## src/rtl/cache_refill_ctrl_if.sv

```systemverilog
`default_nettype none
// ============================================================================
// Module   : cache_refill_ctrl_if
// Purpose  : Bundles the cache-side request/ack signals and the memory-side
//            miss/fill signals of the refill controller.
// Ports    : ic_req/ic_addr/ic_ack/ic_line  - icache refill channel
//            dc_req/dc_addr/dc_ack/dc_line  - dcache refill channel
//            imiss/iaddr, dmiss/daddr       - miss requests toward memory
//            data, ifill, dfill             - beats returned by memory
//            busy, err                      - controller status
// Modports : master - the refill controller
//            slave  - the caches and memory around it
// Revision : 1.0 - initial release
// ============================================================================
interface cache_refill_ctrl_if #(
  parameter int LINE_BEATS = 2
);
  logic                      ic_req;
  logic [31:0]               ic_addr;
  logic                      ic_ack;
  logic [64*LINE_BEATS-1:0]  ic_line;
  logic                      dc_req;
  logic [31:0]               dc_addr;
  logic                      dc_ack;
  logic [64*LINE_BEATS-1:0]  dc_line;
  logic                      imiss;
  logic [31:0]               iaddr;
  logic                      dmiss;
  logic [31:0]               daddr;
  logic [63:0]               data;
  logic                      ifill;
  logic                      dfill;
  logic                      busy;
  logic                      err;

  modport master (
    input  ic_req, ic_addr, dc_req, dc_addr, data, ifill, dfill,
    output ic_ack, ic_line, dc_ack, dc_line, imiss, iaddr, dmiss, daddr,
           busy, err
  );

  modport slave (
    output ic_req, ic_addr, dc_req, dc_addr, data, ifill, dfill,
    input  ic_ack, ic_line, dc_ack, dc_line, imiss, iaddr, dmiss, daddr,
           busy, err
  );
endinterface
`default_nettype wire

```

## src/rtl/cache_refill_ctrl.sv

```systemverilog
`default_nettype none
// ============================================================================
// Module   : cache_refill_ctrl
// Purpose  : Arbitrates icache/dcache line refills (dcache has priority),
//            fetches the line from memory one 64-bit beat at a time with a
//            one-cycle miss gap between beats, assembles the beats and
//            returns the line with a one-cycle ack. A watchdog aborts a
//            refill whose beat never arrives and flags it with err.
// Ports    : clk   - rising-edge clock
//            reset - asynchronous, active-high reset
//            bus   - cache_refill_ctrl_if.master (cache and memory signals)
// Params   : LINE_BEATS - beats per line, power of two, >= 1
//            TIMEOUT    - cycles waited for a beat before aborting, >= 4
// Revision : 1.0 - initial release
// ============================================================================
module cache_refill_ctrl #(
  parameter int LINE_BEATS = 2,
  parameter int TIMEOUT    = 64
) (
  input  wire logic            clk,
  input  wire logic            reset,
  cache_refill_ctrl_if.master  bus
);

  localparam int c_BEAT_W = (LINE_BEATS > 1) ? $clog2(LINE_BEATS) : 1;
  localparam int c_WD_W   = $clog2(TIMEOUT);
  localparam int c_LINE_W = 64 * LINE_BEATS;

  // Byte-offset bits inside one line; cleared to form the line base.
  localparam logic [31:0]         c_OFF_MASK  = 32'(8 * LINE_BEATS - 1);
  localparam logic [c_BEAT_W-1:0] c_LAST_BEAT = c_BEAT_W'(LINE_BEATS - 1);
  localparam logic [c_WD_W-1:0]   c_WD_LAST   = c_WD_W'(TIMEOUT - 1);

  localparam logic [1:0] c_IDLE = 2'd0;
  localparam logic [1:0] c_REQ  = 2'd1;
  localparam logic [1:0] c_GAP  = 2'd2;
  localparam logic [1:0] c_DONE = 2'd3;

  logic [1:0]           r_state;
  logic [1:0]           w_next_state;
  logic                 r_sel_d;       // 1: dcache refill, 0: icache refill
  logic [31:0]          r_base;
  logic [c_BEAT_W-1:0]  r_beat;
  logic [c_WD_W-1:0]    r_wdog;
  logic                 r_abort;
  logic [c_LINE_W-1:0]  r_ic_line;
  logic [c_LINE_W-1:0]  r_dc_line;
  logic [c_LINE_W-1:0]  w_ic_line_nxt;
  logic [c_LINE_W-1:0]  w_dc_line_nxt;

  logic                  w_accept;
  logic                  w_fill;
  logic                  w_capture;
  logic                  w_last;
  logic                  w_wd_expired;
  logic [31:0]           w_req_addr;
  logic [31:0]           w_beat_addr;
  logic [LINE_BEATS-1:0] w_slot_hit;

  assign w_accept     = (r_state == c_IDLE) && (bus.dc_req || bus.ic_req);
  assign w_req_addr   = bus.dc_req ? bus.dc_addr : bus.ic_addr;
  // Only the selected channel's fill counts; the other one is ignored.
  assign w_fill       = r_sel_d ? bus.dfill : bus.ifill;
  assign w_capture    = (r_state == c_REQ) && w_fill;
  assign w_last       = (r_beat == c_LAST_BEAT);
  assign w_wd_expired = (r_wdog == c_WD_LAST);
  assign w_beat_addr  = r_base + (32'(r_beat) << 3);

  // One-hot decode of the beat counter onto the line slots.
  for (genvar k = 0; k < LINE_BEATS; k++) begin : g_slot
    localparam logic [c_BEAT_W-1:0] c_K = c_BEAT_W'(k);
    assign w_slot_hit[k] = (r_beat == c_K);
  end

  // --------------------------------------------------------------------------
  // FSM: state register
  // --------------------------------------------------------------------------
  always_ff @(posedge clk or posedge reset) begin
    if (reset) begin
      r_state <= c_IDLE;
    end else begin
      r_state <= w_next_state;
    end
  end

  // --------------------------------------------------------------------------
  // FSM: next-state logic. A fill on the last beat wins over a watchdog
  // expiry in the same cycle.
  // --------------------------------------------------------------------------
  always_comb begin
    w_next_state = r_state;
    case (r_state)
      c_IDLE: begin
        if (w_accept) begin
          w_next_state = c_REQ;
        end
      end
      c_REQ: begin
        if (w_fill) begin
          w_next_state = w_last ? c_DONE : c_GAP;
        end else if (w_wd_expired) begin
          w_next_state = c_DONE;
        end
      end
      c_GAP:   w_next_state = c_REQ;
      c_DONE:  w_next_state = c_IDLE;
      default: w_next_state = c_IDLE;
    endcase
  end

  // --------------------------------------------------------------------------
  // FSM: outputs. Everything but the line buffers is decoded from state, so
  // an asynchronous reset drops all outputs at once.
  // --------------------------------------------------------------------------
  always_comb begin
    bus.imiss  = 1'b0;
    bus.iaddr  = '0;
    bus.dmiss  = 1'b0;
    bus.daddr  = '0;
    bus.ic_ack = 1'b0;
    bus.dc_ack = 1'b0;
    bus.err    = 1'b0;
    bus.busy   = (r_state != c_IDLE);
    case (r_state)
      c_REQ: begin
        if (r_sel_d) begin
          bus.dmiss = 1'b1;
          bus.daddr = w_beat_addr;
        end else begin
          bus.imiss = 1'b1;
          bus.iaddr = w_beat_addr;
        end
      end
      c_DONE: begin
        if (r_sel_d) begin
          bus.dc_ack = 1'b1;
        end else begin
          bus.ic_ack = 1'b1;
        end
        bus.err = r_abort;
      end
      default: ;
    endcase
  end

  assign bus.ic_line = r_ic_line;
  assign bus.dc_line = r_dc_line;

  // --------------------------------------------------------------------------
  // Line buffers: each port's line is cleared when that port is accepted,
  // filled beat by beat, and otherwise held so it stays readable after ack.
  // --------------------------------------------------------------------------
  always_comb begin
    w_ic_line_nxt = r_ic_line;
    w_dc_line_nxt = r_dc_line;
    if (w_accept) begin
      if (bus.dc_req) begin
        w_dc_line_nxt = '0;
      end else begin
        w_ic_line_nxt = '0;
      end
    end
    for (int k = 0; k < LINE_BEATS; k++) begin
      if (w_capture && w_slot_hit[k]) begin
        if (r_sel_d) begin
          w_dc_line_nxt[64*k +: 64] = bus.data;
        end else begin
          w_ic_line_nxt[64*k +: 64] = bus.data;
        end
      end
    end
  end

  // --------------------------------------------------------------------------
  // Refill datapath: selection, base address, beat counter, watchdog.
  // --------------------------------------------------------------------------
  always_ff @(posedge clk or posedge reset) begin
    if (reset) begin
      r_sel_d   <= 1'b0;
      r_base    <= '0;
      r_beat    <= '0;
      r_wdog    <= '0;
      r_abort   <= 1'b0;
      r_ic_line <= '0;
      r_dc_line <= '0;
    end else begin
      r_ic_line <= w_ic_line_nxt;
      r_dc_line <= w_dc_line_nxt;
      case (r_state)
        c_IDLE: begin
          if (w_accept) begin
            r_sel_d <= bus.dc_req;
            r_base  <= w_req_addr & ~c_OFF_MASK;
            r_beat  <= '0;
            r_wdog  <= '0;
            r_abort <= 1'b0;
          end
        end
        c_REQ: begin
          if (w_fill) begin
            r_wdog <= '0;
            if (!w_last) begin
              r_beat <= r_beat + c_BEAT_W'(1);
            end
          end else if (w_wd_expired) begin
            r_abort <= 1'b1;
          end else begin
            r_wdog <= r_wdog + c_WD_W'(1);
          end
        end
        c_DONE: begin
          r_abort <= 1'b0;
        end
        default: ;
      endcase
    end
  end

endmodule
`default_nettype wire

```

## src/flat_wrapper.sv

```systemverilog
// flat-port wrapper written by rule: the top's interface ports become plain ports
module cache_refill_ctrl_flat 
#(
  parameter int LINE_BEATS = 2,
  parameter int TIMEOUT    = 64
)
  (clk, reset, bus_ic_req, bus_ic_addr, bus_dc_req, bus_dc_addr, bus_data, bus_ifill, bus_dfill, bus_ic_ack, bus_ic_line, bus_dc_ack, bus_dc_line, bus_imiss, bus_iaddr, bus_dmiss, bus_daddr, bus_busy, bus_err);
  cache_refill_ctrl_if #(.LINE_BEATS(LINE_BEATS)) bus_i ();
  input  wire logic clk;
  input  wire logic reset;
  input wire logic [$bits(bus_i.ic_req)-1:0] bus_ic_req;
  input wire logic [$bits(bus_i.ic_addr)-1:0] bus_ic_addr;
  input wire logic [$bits(bus_i.dc_req)-1:0] bus_dc_req;
  input wire logic [$bits(bus_i.dc_addr)-1:0] bus_dc_addr;
  input wire logic [$bits(bus_i.data)-1:0] bus_data;
  input wire logic [$bits(bus_i.ifill)-1:0] bus_ifill;
  input wire logic [$bits(bus_i.dfill)-1:0] bus_dfill;
  output wire logic [$bits(bus_i.ic_ack)-1:0] bus_ic_ack;
  output wire logic [$bits(bus_i.ic_line)-1:0] bus_ic_line;
  output wire logic [$bits(bus_i.dc_ack)-1:0] bus_dc_ack;
  output wire logic [$bits(bus_i.dc_line)-1:0] bus_dc_line;
  output wire logic [$bits(bus_i.imiss)-1:0] bus_imiss;
  output wire logic [$bits(bus_i.iaddr)-1:0] bus_iaddr;
  output wire logic [$bits(bus_i.dmiss)-1:0] bus_dmiss;
  output wire logic [$bits(bus_i.daddr)-1:0] bus_daddr;
  output wire logic [$bits(bus_i.busy)-1:0] bus_busy;
  output wire logic [$bits(bus_i.err)-1:0] bus_err;
  assign bus_i.ic_req = bus_ic_req;
  assign bus_i.ic_addr = bus_ic_addr;
  assign bus_i.dc_req = bus_dc_req;
  assign bus_i.dc_addr = bus_dc_addr;
  assign bus_i.data = bus_data;
  assign bus_i.ifill = bus_ifill;
  assign bus_i.dfill = bus_dfill;
  assign bus_ic_ack = bus_i.ic_ack;
  assign bus_ic_line = bus_i.ic_line;
  assign bus_dc_ack = bus_i.dc_ack;
  assign bus_dc_line = bus_i.dc_line;
  assign bus_imiss = bus_i.imiss;
  assign bus_iaddr = bus_i.iaddr;
  assign bus_dmiss = bus_i.dmiss;
  assign bus_daddr = bus_i.daddr;
  assign bus_busy = bus_i.busy;
  assign bus_err = bus_i.err;
  cache_refill_ctrl #(.LINE_BEATS(LINE_BEATS), .TIMEOUT(TIMEOUT)) u_core (.clk(clk), .reset(reset), .bus(bus_i));
endmodule
```

## config.mk

```make
export PLATFORM = sky130hd
export DESIGN_NAME = cache_refill_ctrl_flat
export DESIGN_NICKNAME = d
export VERILOG_FILES = /design/src/rtl/cache_refill_ctrl_if.sv /design/src/rtl/cache_refill_ctrl.sv /design/src/flat_wrapper.sv
export SDC_FILE = /design/constraint.sdc
export NUM_CORES = 1
export LEC_CHECK = 0
export ABC_AREA = 0
export CAP_MARGIN = 15
export CORE_ASPECT_RATIO = 0.5
export CORE_MARGIN = 5
export CORE_UTILIZATION = 45
export DETAILED_ROUTE_END_ITERATION = 6
export PLACE_DENSITY_LB_ADDON = 0.1
export SKIP_LAST_GASP = 1
export SYNTH_ARGS = -nofsm -noshare
export SYNTH_HDL_FRONTEND = slang
export SYNTH_SLANG_ARGS = --single-unit
```

## constraint.sdc

```tcl
create_clock -name clk -period 13.4 [get_ports clk]
set_input_delay 2.68 -clock clk [delete_from_list [all_inputs] [get_ports clk]]
set_output_delay 2.68 -clock clk [all_outputs]
set_load 0.005 [all_outputs]
```

### Yosys cells after proc, flatten, opt, wreduce, memory -nomap -nowiden

Cells that the tools add are included.

* add/sub/neg operators: 3
* multipliers: 0
* divide/modulo/power cells: 0
* $lt $le $gt $ge: 0
* equal/unequal tests: 10
* shift-type cells: 0
* mux-type cells: 41
* bitwise operators: 1
* reductions and logical operators: 14

Operators by type and width (count)
* $mux 128: 4
* $mux 64: 8
* $mux 32: 5
* $add 32x4->32: 1
* $mux 6: 3
* $mux 1: 14
* $pmux 6 s2: 1
* $pmux 2 s4: 1
* $add 6x1->6 const B: 1
* $eq 6x6->1 const B: 1
* $mux 2: 3
* $ne 2x1->1 const B: 3
* $reduce_and 3->1: 2
* $eq 2x2->1 const B: 2
* $logic_and 1x1->1: 4
* $reduce_and 2->1: 2
* $reduce_and 4->1: 1
* $reduce_bool 2->1: 2
* $ne 3x1->1 const B: 1
* $ne 3x2->1 const B: 1
* $pmux 1 s3: 1
* $reduce_bool 3->1: 1
* $eq 2x1->1 const B: 1
* $logic_not 2->1: 1
* other kinds (5): 5

* flip-flop bits (word level): 295
* latch bits: 0
* bits in writable memories: 0
* bits in read-only memories: 0
* word-level logic and storage cells: 77
* memories kept: 0

### Longest topological paths before layout

Gate-level depths: netlist of the first run.

* word-level depth: 5
* gate-level depth with buffers: 8

### Least setup slack after synthesis of the first run

Ideal clock, no wire load.

* path kind: reg-to-output
* start point: register u_core.r_state[1]
* end point: output port bus_daddr[22]
* data arrival time: 1.105 ns
* required time: 10.720 ns
* slack: 9.615 ns
* stages on the path, launching flop included: 5
* buffers on the path: 2
* cells stage by stage: dfrtp_1 -> and3b_1 -> buf_4 -> clkbuf_1 -> and2_1

* word-level cells in the longest chain between the ends: 2

Ends and longest elaborated chain
* from (decl): line cache_refill_ctrl.sv:39 `logic [1:0] r_state;`
* from (signal assigned): line cache_refill_ctrl.sv:80 `r_state <= c_IDLE;`
* from (signal assigned): line cache_refill_ctrl.sv:82 `r_state <= w_next_state;`
* $eq 2x1->1: line cache_refill_ctrl.sv:124 `case (r_state)`
* $mux 32: line cache_refill_ctrl.sv:124
* to (decl): line flat_wrapper.sv:25 `output wire logic [$bits(bus_i.daddr)-1:0] bus_daddr;`

Every way passes these cells.

### Worst setup path after layout of the first run

* start point: register u_core.r_state[1]
* end point: output port bus_iaddr[28]

* word-level cells in the longest chain between the ends: 2

Ends and longest elaborated chain
* $eq 2x1->1: line cache_refill_ctrl.sv:124
* $mux 32: line cache_refill_ctrl.sv:124
* to (decl): line flat_wrapper.sv:23 `output wire logic [$bits(bus_i.iaddr)-1:0] bus_iaddr;`

Every way passes these cells.

==> results of run 1 <==
==> cell usage after synthesis (all sizes together) <==
cell	count	area share, %
a21oi	7	0.28
a22oi	29	1.7
a31oi	29	1.4
a32o	1	0.079
and2	59	2.9
and3	6	0.30
and3b	3	0.21
and4	1	0.069
buf	69	3.2
clkbuf	47	1.5
conb	1	0.030
dfrtp	295	58
ha	1	0.099
inv	2	0.059
mux2	1	0.089
mux2i	1	0.079
nand2	518	15
nand2b	2	0.099
nand3	134	5.3
nand3b	1	0.059
nand4	1	0.049
nor2	9	0.27
nor2b	29	1.4
nor3	1	0.039
nor3b	2	0.21
o21a	2	0.12
o21ai	162	6.6
o21bai	1	0.059
o31ai	1	0.059
o32a	1	0.079
==> cell families (layout without fill, tap and decap cells) <==
family / count (synthesis) / after routing / synth area share [%]
simple gates: 766 / 766 / 26.3
mux: 2 / 2 / 0.168
flops: 295 / 295 / 58.3
buf+inv: 118 / 512 / 4.77
compound gates: 233 / 233 / 10.4
other cells: 1 / 8 / 0.0296
fa+ha+maj: 1 / 1 / 0.0987
==> metrics by stage <==
step	worst slack [ns]	cell area (um^2)	util (%)	power, W	hold slack, ns
6_report	7.89	18200	65.7	0.00377	0.495
5_1_grt	7.72	18200	65.7	0.00400	0.516
4_1_cts	7.86	18200	65.6	0.00380	0.500
3_5_place_dp	7.98	17200	62.0	0.00293	0.483
3_3_place_gp	8.05	17200	62.0	0.00288	0.481
2_1_floorplan	2.57	12700	-	0.00201	0.478
==> where the power goes <==
| part | switching, W | internal (W) |
|---|---|---|
| clock | 0.000349 | 0.000505 |
| sequential | 0.000195 | 0.00119 |
| combinational | 0.000710 | 0.000821 |
| total | 0.00125 | 0.00251 |
==> layer usage <==
layer  share of wire (%)  wire length, um  track usage, %  vias to the layer above
met4                 3.9             1660            9.00                        0
li1                    -                -               -                     5392
met1                  39            16600            32.6                     5579
met3                 6.0             2540            4.96                       88
met2                  51            21300            45.3                      402
met5                   0                0               0                        -
==> state kept, by name, indices dropped and copies added (netlist names) <==
name,flops
u_core.bus.dc_line,128
u_core.bus.ic_line,128
u_core.r_abort,1
u_core.r_base,28
u_core.r_beat,1
u_core.r_sel_d,1
u_core.r_state,2
u_core.r_wdog,6
==> area by class of cell <==
cell class / count / area (um^2)
fillers: 2307 / 9500
repair buffers: 459 / 4590
diodes: 2 / 5.00
clock inverters: 14 / 180
multi-input cells: 1008 / 4740
clock buffers: 37 / 816
well taps: 382 / 478
flip-flops and latches: 295 / 7380
inverters: 2 / 15.0
==> worst paths after layout <==
path                                                    from                                 to  slack (ns)  cells past startpoint
max in group asynchronous                              reset   u_core.bus.ic_line[39]$_DFF_PP0_        9.14                      3
hold / removal             u_core.bus.dc_line[116]$_DFF_PP0_  u_core.bus.dc_line[116]$_DFF_PP0_        0.49                      2
min in group asynchronous                              reset   u_core.bus.dc_line[31]$_DFF_PP0_        2.66                      2
setup / recovery               u_core.r_state[1]$_DFFE_PP0P_                      bus_iaddr[28]        7.89                      3
setup reg to reg               u_core.r_state[1]$_DFFE_PP0P_   u_core.bus.dc_line[30]$_DFF_PP0_        9.96                      4
hold reg to reg            u_core.bus.dc_line[116]$_DFF_PP0_  u_core.bus.dc_line[116]$_DFF_PP0_        0.49                      2
==> critical path: stages, from the launching register on <==
cell and delay, ns:
dfrtp_1 0.53, nor3b_4 0.95, and2_1 0.28, clkdlybuf4s50_1 0.52
==> summary.md, run 1 <==
| Metric | Value |
|---|---|
| Relative slew slack | 26.1% |
| Final period util | 41.1% |
| First-pass GRT wire length | 65900 um |
| Initial antenna violation count | 2 |
| Peak supply drop | 0.105 mV |
| WL/cell | 19.2 um |
| Largest net degree at the start of global routing | 175 |
| Max Cap Viol | 0 |
| Arrival time worst endpoint | 2.83 ns |
| CP Capture Type | primary output |
| Final hold violations | 0 |
| Worst Tran Pin Value | 1.11 ns |
| Hold Crit Class | reg -> reg |
| Pwr per Cell Area | 207 nW/um^2 |
| GRT Resource Usage Total | 25.9% |
| Slew Limit Fails | 0 |
| Mapped cell area | 12700 um^2 |
| Vias per inst | 5.21 |
| Post-DP HPWL | 28000 um |
| Outcome | finished clean |
| Max FO, Critical Path | 33 |
| Cts repair resizes | 0 |
| Critical Path Start Type | flop |
| Layout cells sized above 1 | 4.46% |
| Chip height | 129 um |
| CP Class | reg -> out |
| Setup Buffers After CTS | 0 |
| Top Ports | 460 |
| Initial DRC Count | 768 |
| Detailed Route WL | 42200 um |
| DR vias | 11500 |
| FF+latch count, synth | 295 |
| Library cells used by synthesis | 38 |
| Placer Congestion | 0.829 |
| Setup TNS Final | 0 ns |
| Die Width | 247 um |
| Commonest non-fill, non-tap cell in the layout | nand2_1 |
| Worst Path Required | 10.72 ns |
| Clk buf depth | 3 |
| CTS Hold Bufs | 0 |
| RSZ-0062 raised after global routing | false |
| Core Area | 27700 um^2 |
| Min Tclk post-route | 5.51 ns |
| Vias in the first global route | 11600 |
| CTS H-tree lvls | 1 |
| Dpl cells | 2145 |
| TritonCTS sink count | 295 |
| Die ar. | 31800 um^2 |
| Pleak | 8.13 nW |
| Final setup fails | 0 |
| Synthesis-to-layout area growth | 43.7% |
| Register area share after synthesis | 58.3% |
| Final #Nets | 1929 |
| Root buf cell | clkbuf_16 |
| DRC Markers | 0 |
| Syn Area/Cell | 8.95 um^2 |
| Detail Route Antenna Nets | 0 |
| Worst-skew pair later-pin latency | 0.55 ns |
| Initial Utilization | 45.7% |
| Grt ovf | 0 |
| Clock skew | 0.0143 ns |
| Row count | 43 |
| Fmax achieved | 0.182 GHz |
| Port bufs | 445 |
| Instance count of the mapped netlist | 1416 |
| Most frequent cells in the layout | 517 x nand2_1, 444 x clkdlybuf4s50_1, 295 x dfrtp_1 |
| Synth warn | 0 |
| CTS Buf Count | 28 |
| CTS tree | done |
| Reg clk slew, reported paths | 0.06 ns |
| DRT Pass-1 Iters | 5 |
| Final Non-Filler Cells | 2199 |
No activity file was read; power rests on OpenSTA's default activity.
==> inputs of run 2 (changes only) <==
==> constraint.sdc (replaced) <==
create_clock -name clk -period 5.3 [get_ports clk]
set_input_delay 1.06 -clock clk [delete_from_list [all_inputs] [get_ports clk]]
set_output_delay 1.06 -clock clk [all_outputs]
set_load 0.005 [all_outputs]
==> run 2 against run 1 <==
  * First-iteration DRC count grew 22%
  * Via count grew 0.71%
  * Total power grew to 2.5 times the previous value
  * Sequential power grew to 2.5 times the previous value
  * Wire length increased by 1.7%
  * Final cell count down 0.14%
  * Non-clock buffer count increased by 2
  * Sequential cell count did not move
  * Sequential share of layout area is 0.13 points higher
  * Critical path type unchanged
  * Critical endpoint is now bus_daddr[12]
==> summary.md, run 2 (same netlist as run 1, synthesis figures left out) <==
| Metric | Value |
|---|---|
| Worst Path Required | 4.24 ns (-6.48 ns) |
| Outcome | finished clean |
| Placer Congestion | 0.823 (-0.76%) |
| DRC Markers | 0 (unchanged) |
| Root buf cell | clkbuf_16 |
| Detailed Route WL | 42900 um (+1.7%) |
| Die ar. | 31800 um^2 (unchanged) |
| Largest net degree at the start of global routing | 136 (-22%) |
| Slew Limit Fails | 0 (unchanged) |
| Dpl cells | 2148 (+0.14%) |
| CP Capture Type | primary output |
| Layout cells sized above 1 | 4.30% (-0.16 points) |
| Final hold violations | 0 (unchanged) |
| Slowest-stage cell, CP | and3b_1 |
| RSZ-0062 raised after global routing | false |
| Most frequent cells in the layout | 517 x nand2_1, 444 x clkdlybuf4s50_1, 295 x dfrtp_1 |
| Max Cap Viol | 0 (unchanged) |
| First-pass GRT wire length | 65600 um (-0.35%) |
| Worst-skew pair later-pin latency | 0.53 ns (-0.02 ns) |
| Worst Tran Pin Value | 1.10 ns (-0.00841 ns) |
| Final period util | 73.3% |
| Pleak | 8.12 nW (-0.16%) |
| CP cell instances | and3b_1 > and2_1 > clkdlybuf4s50_1 |
| Grt ovf | 0 (unchanged) |
| Worst hold slack | 0.498 ns (+0.00343 ns) |
| Initial antenna violation count | 0 (-2) |
| CTS H-tree lvls | 1 (unchanged) |
| Reg clk slew, reported paths | 0.07 ns (about the same) |
| Setup TNS Final | 0 ns (unchanged) |
| Diode count | 0 (-2) |
| Vias in the first global route | 11500 (-0.49%) |
| Max FO, Critical Path | 33 (unchanged) |
| Peak supply drop | 0.269 mV (+160%) |
| CTS Buf Count | 27 (-3.6%) |
| WL/cell | 19.5 um (+1.8%) |
| Detail Route Antenna Nets | 0 (unchanged) |
| DR vias | 11500 (+0.71%) |
| Clk buf depth | 3 (unchanged) |
| Filler instances | 2268 (-1.7%) |
| Top Ports | 460 (unchanged) |
| CTS Hold Bufs | 0 (unchanged) |
| Area taken by flip-flops and latches | 7380 um^2 (unchanged) |
| Hold Crit Class | reg -> reg |
| DRT Pass-1 Iters | 5 (unchanged) |
| Commonest non-fill, non-tap cell in the layout | nand2_1 |
| GRT Resource Usage Total | 25.9% (about the same) |
| Clock skew | 0.00812 ns (-0.00617 ns) |
| Fmax achieved | 0.258 GHz |
| Post-DP HPWL | 29200 um (+4.3%) |
| Pwr per Cell Area | 520 nW/um^2 (+150%) |
| Min Tclk post-route | 3.88 ns |
| Area of the multi-input gates | 4740 um^2 (unchanged) |
| Chip height | 129 um (unchanged) |
| Die Width | 247 um (unchanged) |
| Initial DRC Count | 937 (+22%) |
| Relative slew slack | 26.6% (+0.56 points) |
| Critical Path Start Type | flop |
| Initial Utilization | 45.7% (unchanged) |
| Port bufs | 445 (unchanged) |
| Row count | 43 (unchanged) |
| CTS tree | done |
| Setup Buffers After CTS | 0 (unchanged) |
| Final #Nets | 1930 (+0.052%) |
| Final setup fails | 0 (unchanged) |
| Final Non-Filler Cells | 2196 (-0.14%) |
| CP Class | reg -> out |
| Vias per inst | 5.26 (+0.84%) |
| Worst path max stage delay | 0.96 ns (about the same) |
| Arrival time worst endpoint | 2.82 ns (about the same) |
| Core Area | 27700 um^2 (unchanged) |
| Synthesis-to-layout area growth | 43.2% |
| TritonCTS sink count | 295 (unchanged) |
| Cts repair resizes | 0 (unchanged) |
## run 2: changes by cell type in the layout (fill, tap and decap cells not counted)
cell        delta
clkbuf_8       +2
buf_12         +2
buf_4          +1
clkbuf_1       +2
clkinv_4       +1
bufinv_16      -1
clkinv_2       -1
inv_8          -1
clkbuf_16      -2
buf_16         -1
diode_2        -2
clkinvlp_4     -3
## run 2: final timing paths
check,from,end,slack (ns),cells after the start
max in group asynchronous,reset,u_core.bus.dc_line[122]$_DFF_PP0_,3.03,3
hold reg to reg,u_core.bus.ic_line[95]$_DFF_PP0_,u_core.bus.ic_line[95]$_DFF_PP0_,0.50,2
min in group asynchronous,reset,u_core.bus.dc_line[18]$_DFF_PP0_,1.07,2
hold / removal,u_core.bus.ic_line[95]$_DFF_PP0_,u_core.bus.ic_line[95]$_DFF_PP0_,0.50,2
setup / recovery,u_core.r_state[1]$_DFFE_PP0P_,bus_daddr[12],1.42,3
setup reg to reg,u_core.r_state[1]$_DFFE_PP0P_,u_core.bus.dc_line[6]$_DFF_PP0_,2.00,4
## run 2: routing by layer
metal | vias up | track usage (%) | routed length (um)
met4 | 0 | 8.60 | 1630
met5 | - | 0 | 0
met1 | 5623 | 32.9 | 16900
li1 | 5384 | - | -
met2 | 448 | 44.9 | 21500
met3 | 87 | 5.35 | 2810
## run 2: power breakdown
part	leakage [nW]	internal, W	switching (W)
Clock	0.461	0.00119	0.000859
Combinational	3.81	0.00208	0.00179
Sequential	3.85	0.00300	0.000505
Total	8.12	0.00627	0.00316
## run 2: per-stage QoR
step | worst slack, ns | total power [W] | instance area [um^2] | util [%]
2_1_floorplan | 0.323 | 0.00509 | 12700 | -
3_3_place_gp | 2.04 | 0.00730 | 17200 | 62.1
3_5_place_dp | 1.93 | 0.00743 | 17200 | 62.1
4_1_cts | 1.36 | 0.00952 | 18100 | 65.5
5_1_grt | 1.24 | 0.0100 | 18100 | 65.5
6_report | 1.42 | 0.00943 | 18100 | 65.5
## run 2: layout make-up
class | count | share of cell area [%]
flip-flops and latches | 295 | 40.7
multi-input cells | 1008 | 26.1
repair buffers | 461 | 25.4
clock buffers | 39 | 4.41
well taps | 382 | 2.63
clock inverters | 9 | 0.683
inverters | 2 | 0.0621
## run 2: worst max-delay path: cells and delay by family (launching register included)
family	cells	cell delay, ns
DFF	1	0.53
and+or+nand+nor	2	1.20
buffers and inverters	1	0.54
==> inputs of run 3 (changes only) <==
==> constraint.sdc (replaced) <==
create_clock -name clk -period 4.05 [get_ports clk]
set_input_delay 0.81 -clock clk [delete_from_list [all_inputs] [get_ports clk]]
set_output_delay 0.81 -clock clk [all_outputs]
set_load 0.005 [all_outputs]
==> run 3 against run 2 <==
  * Final cell count increased by 0.46%
  * Combinational power increased by 32%
  * Critical path depth increased by 1
  * Setup slack got worse by 0.66 ns
  * Critical endpoint is now bus_daddr[14]
  * Register-to-register slack got worse by 0.52 ns
  * Cell area increased by 0.88%
  * Critical path type unchanged
==> summary.md, run 3 (same netlist as run 1, synthesis figures left out) <==
| Metric | Value |
|---|---|
| Final Non-Filler Cells | 2206 (+0.46%) |
| Internal power | 0.00833 W (+33%) |
| Outcome | finished clean |
| Clock share of power | 22.4% (+0.6 points) |
| CTS Hold Bufs | 0 (unchanged) |
| Peak supply drop | 0.351 mV (+31%) |
| Slew Limit Fails | 0 (unchanged) |
| Die Width | 247 um (unchanged) |
| Worst hold slack | 0.494 ns (-0.00404 ns) |
| Cts repair resizes | 0 (unchanged) |
| Vias per inst | 5.24 (-0.24%) |
| Final #Nets | 1938 (+0.41%) |
| Worst-skew pair later-pin latency | 0.55 ns (+0.02 ns) |
| Sequential Power Share | 36.7% (-0.5 points) |
| Detailed Route WL | 42300 um (-1.4%) |
| Most frequent cells in the layout | 517 x nand2_1, 444 x clkdlybuf4s50_1, 295 x dfrtp_1 |
| CP Class | reg -> out |
| Relative slew slack | 45.5% (+19 points) |
| Hold Crit Class | reg -> reg |
| Grt ovf | 0 (unchanged) |
| Critical Path Start Type | flop |
| Top Ports | 460 (unchanged) |
| Final period util | 81.2% |
| Core Area | 27700 um^2 (unchanged) |
| Initial DRC Count | 770 (-18%) |
| Layout cells sized above 1 | 4.72% (+0.42 points) |
| NetSw | 0.00415 W (+31%) |
| Total Power | 0.0125 W (+32%) |
| Clk buf depth | 3 (unchanged) |
| Post-DP HPWL | 29200 um (about the same) |
| Dpl cells | 2155 (+0.33%) |
| Fin area | 18300 um^2 (+0.88%) |
| Combinational share of power | 40.9% (-0.2 points) |
| Port bufs | 445 (unchanged) |
| Arrival time worst endpoint | 2.48 ns (-0.34 ns) |
| Setup Buffers After CTS | 0 (unchanged) |
| Max Cap Viol | 0 (unchanged) |
| First-pass GRT wire length | 65600 um (about the same) |
| DRT Pass-1 Iters | 5 (unchanged) |
| Max FO, Critical Path | 29 (-12%) |
| Chip height | 129 um (unchanged) |
| Root buf cell | clkbuf_16 |
| Row count | 43 (unchanged) |
| DRC Markers | 0 (unchanged) |
| Pwr per Cell Area | 682 nW/um^2 (+31%) |
| Placer Congestion | 0.843 (+2.4%) |
| CTS H-tree lvls | 1 (unchanged) |
| Largest net degree at the start of global routing | 127 (-6.6%) |
| GRT Resource Usage Total | 25.9% (about the same) |
| Vias in the first global route | 11700 (+1.4%) |
| Initial Utilization | 45.7% (unchanged) |
| Pleak | 8.18 nW (+0.77%) |
| Min Tclk post-route | 3.29 ns |
| CP Capture Type | primary output |
| CTS Buf Count | 28 (+3.7%) |
| Worst Path Required | 3.24 ns (-1.00 ns) |
| Clock skew | 0.00899 ns (+0.000869 ns) |
| Detail Route Antenna Nets | 0 (unchanged) |
| DR vias | 11600 (+0.22%) |
| Initial antenna violation count | 3 (+3) |
| Final setup fails | 0 (unchanged) |
| Fmax achieved | 0.304 GHz |
| Reg clk slew, reported paths | 0.07 ns (about the same) |
| Post-DP Area | 17300 um^2 (+0.60%) |
| Worst Tran Pin Value | 0.817 ns (-0.283 ns) |
| Switching Fraction | 33.2% (-0.27 points) |
| Final hold violations | 0 (unchanged) |
| CTS tree | done |
| WL/cell | 19.2 um (-1.9%) |
| Die ar. | 31800 um^2 (unchanged) |
| TritonCTS sink count | 295 (unchanged) |
| Synthesis-to-layout area growth | 44.5% |
| Commonest non-fill, non-tap cell in the layout | nand2_1 |
| RSZ-0062 raised after global routing | false |
run 3: final timing paths:
| path | start | to | slack (ns) | cells past startpoint |
|---|---|---|---|---|
| worst min register to register | u_core.bus.dc_line[87]$_DFF_PP0_ | u_core.bus.dc_line[87]$_DFF_PP0_ | 0.49 | 2 |
| worst min-delay path | u_core.bus.dc_line[87]$_DFF_PP0_ | u_core.bus.dc_line[87]$_DFF_PP0_ | 0.49 | 2 |
| worst max-delay path | u_core.r_state[1]$_DFFE_PP0P_ | bus_daddr[14] | 0.76 | 4 |
| min in group asynchronous | reset | u_core.bus.dc_line[110]$_DFF_PP0_ | 0.83 | 3 |
| max in group asynchronous | reset | u_core.r_wdog[4]$_DFFE_PP0P_ | 2.60 | 3 |
| worst max register to register | u_core.r_state[1]$_DFFE_PP0P_ | u_core.bus.ic_line[113]$_DFF_PP0_ | 1.48 | 6 |
run 3: final cells by class:
| type | count | area [um^2] |
|---|---|---|
| antenna | 3 | 7.51 |
| clock buffer | 38 | 808 |
| clock inverter | 10 | 166 |
| fill | 2246 | 9400 |
| inverter | 2 | 11.3 |
| multi-input combinational | 1008 | 4740 |
| sequential | 295 | 7380 |
| tap | 382 | 478 |
| timing repair buffer | 468 | 4710 |
run 3: metrics by stage:
| stage | utilization [%] | setup TNS (ns) | setup slack (ns) |
|---|---|---|---|
| 6_report | 66.1 | 0 | 0.762 |
| 2_1_floorplan | - | -199.75 | -0.677 |
| 4_1_cts | 66.0 | 0 | 0.700 |
| 5_1_grt | 66.1 | 0 | 0.602 |
| 3_5_place_dp | 62.5 | 0 | 1.23 |
| 3_3_place_gp | 62.5 | 0 | 1.25 |
run 3: worst max-delay path: stages (launching register included):
cell and delay, ns:
dfrtp_1 0.53, and3b_1 0.39, buf_4 0.31, and2_1 0.17, clkdlybuf4s50_1 0.52
run 3: metal layers:
layer,vias to the layer above,routed length [um],global-route usage [%]
met5,-,0,0
met4,0,1590,9.06
met3,86,2530,4.84
met2,437,21300,44.7
met1,5634,16800,33.2
li1,5410,-,-
run 3: power by group through the flow:
stage	clock (W)	combinational, W	sequential (W)
after floorplan	0	0.00213	0.00453
after global placement	0	0.00503	0.00458
after detailed placement	0	0.00514	0.00462
after CTS	0.00285	0.00517	0.00458
after global routing	0.00297	0.00558	0.00471
final	0.00280	0.00510	0.00458
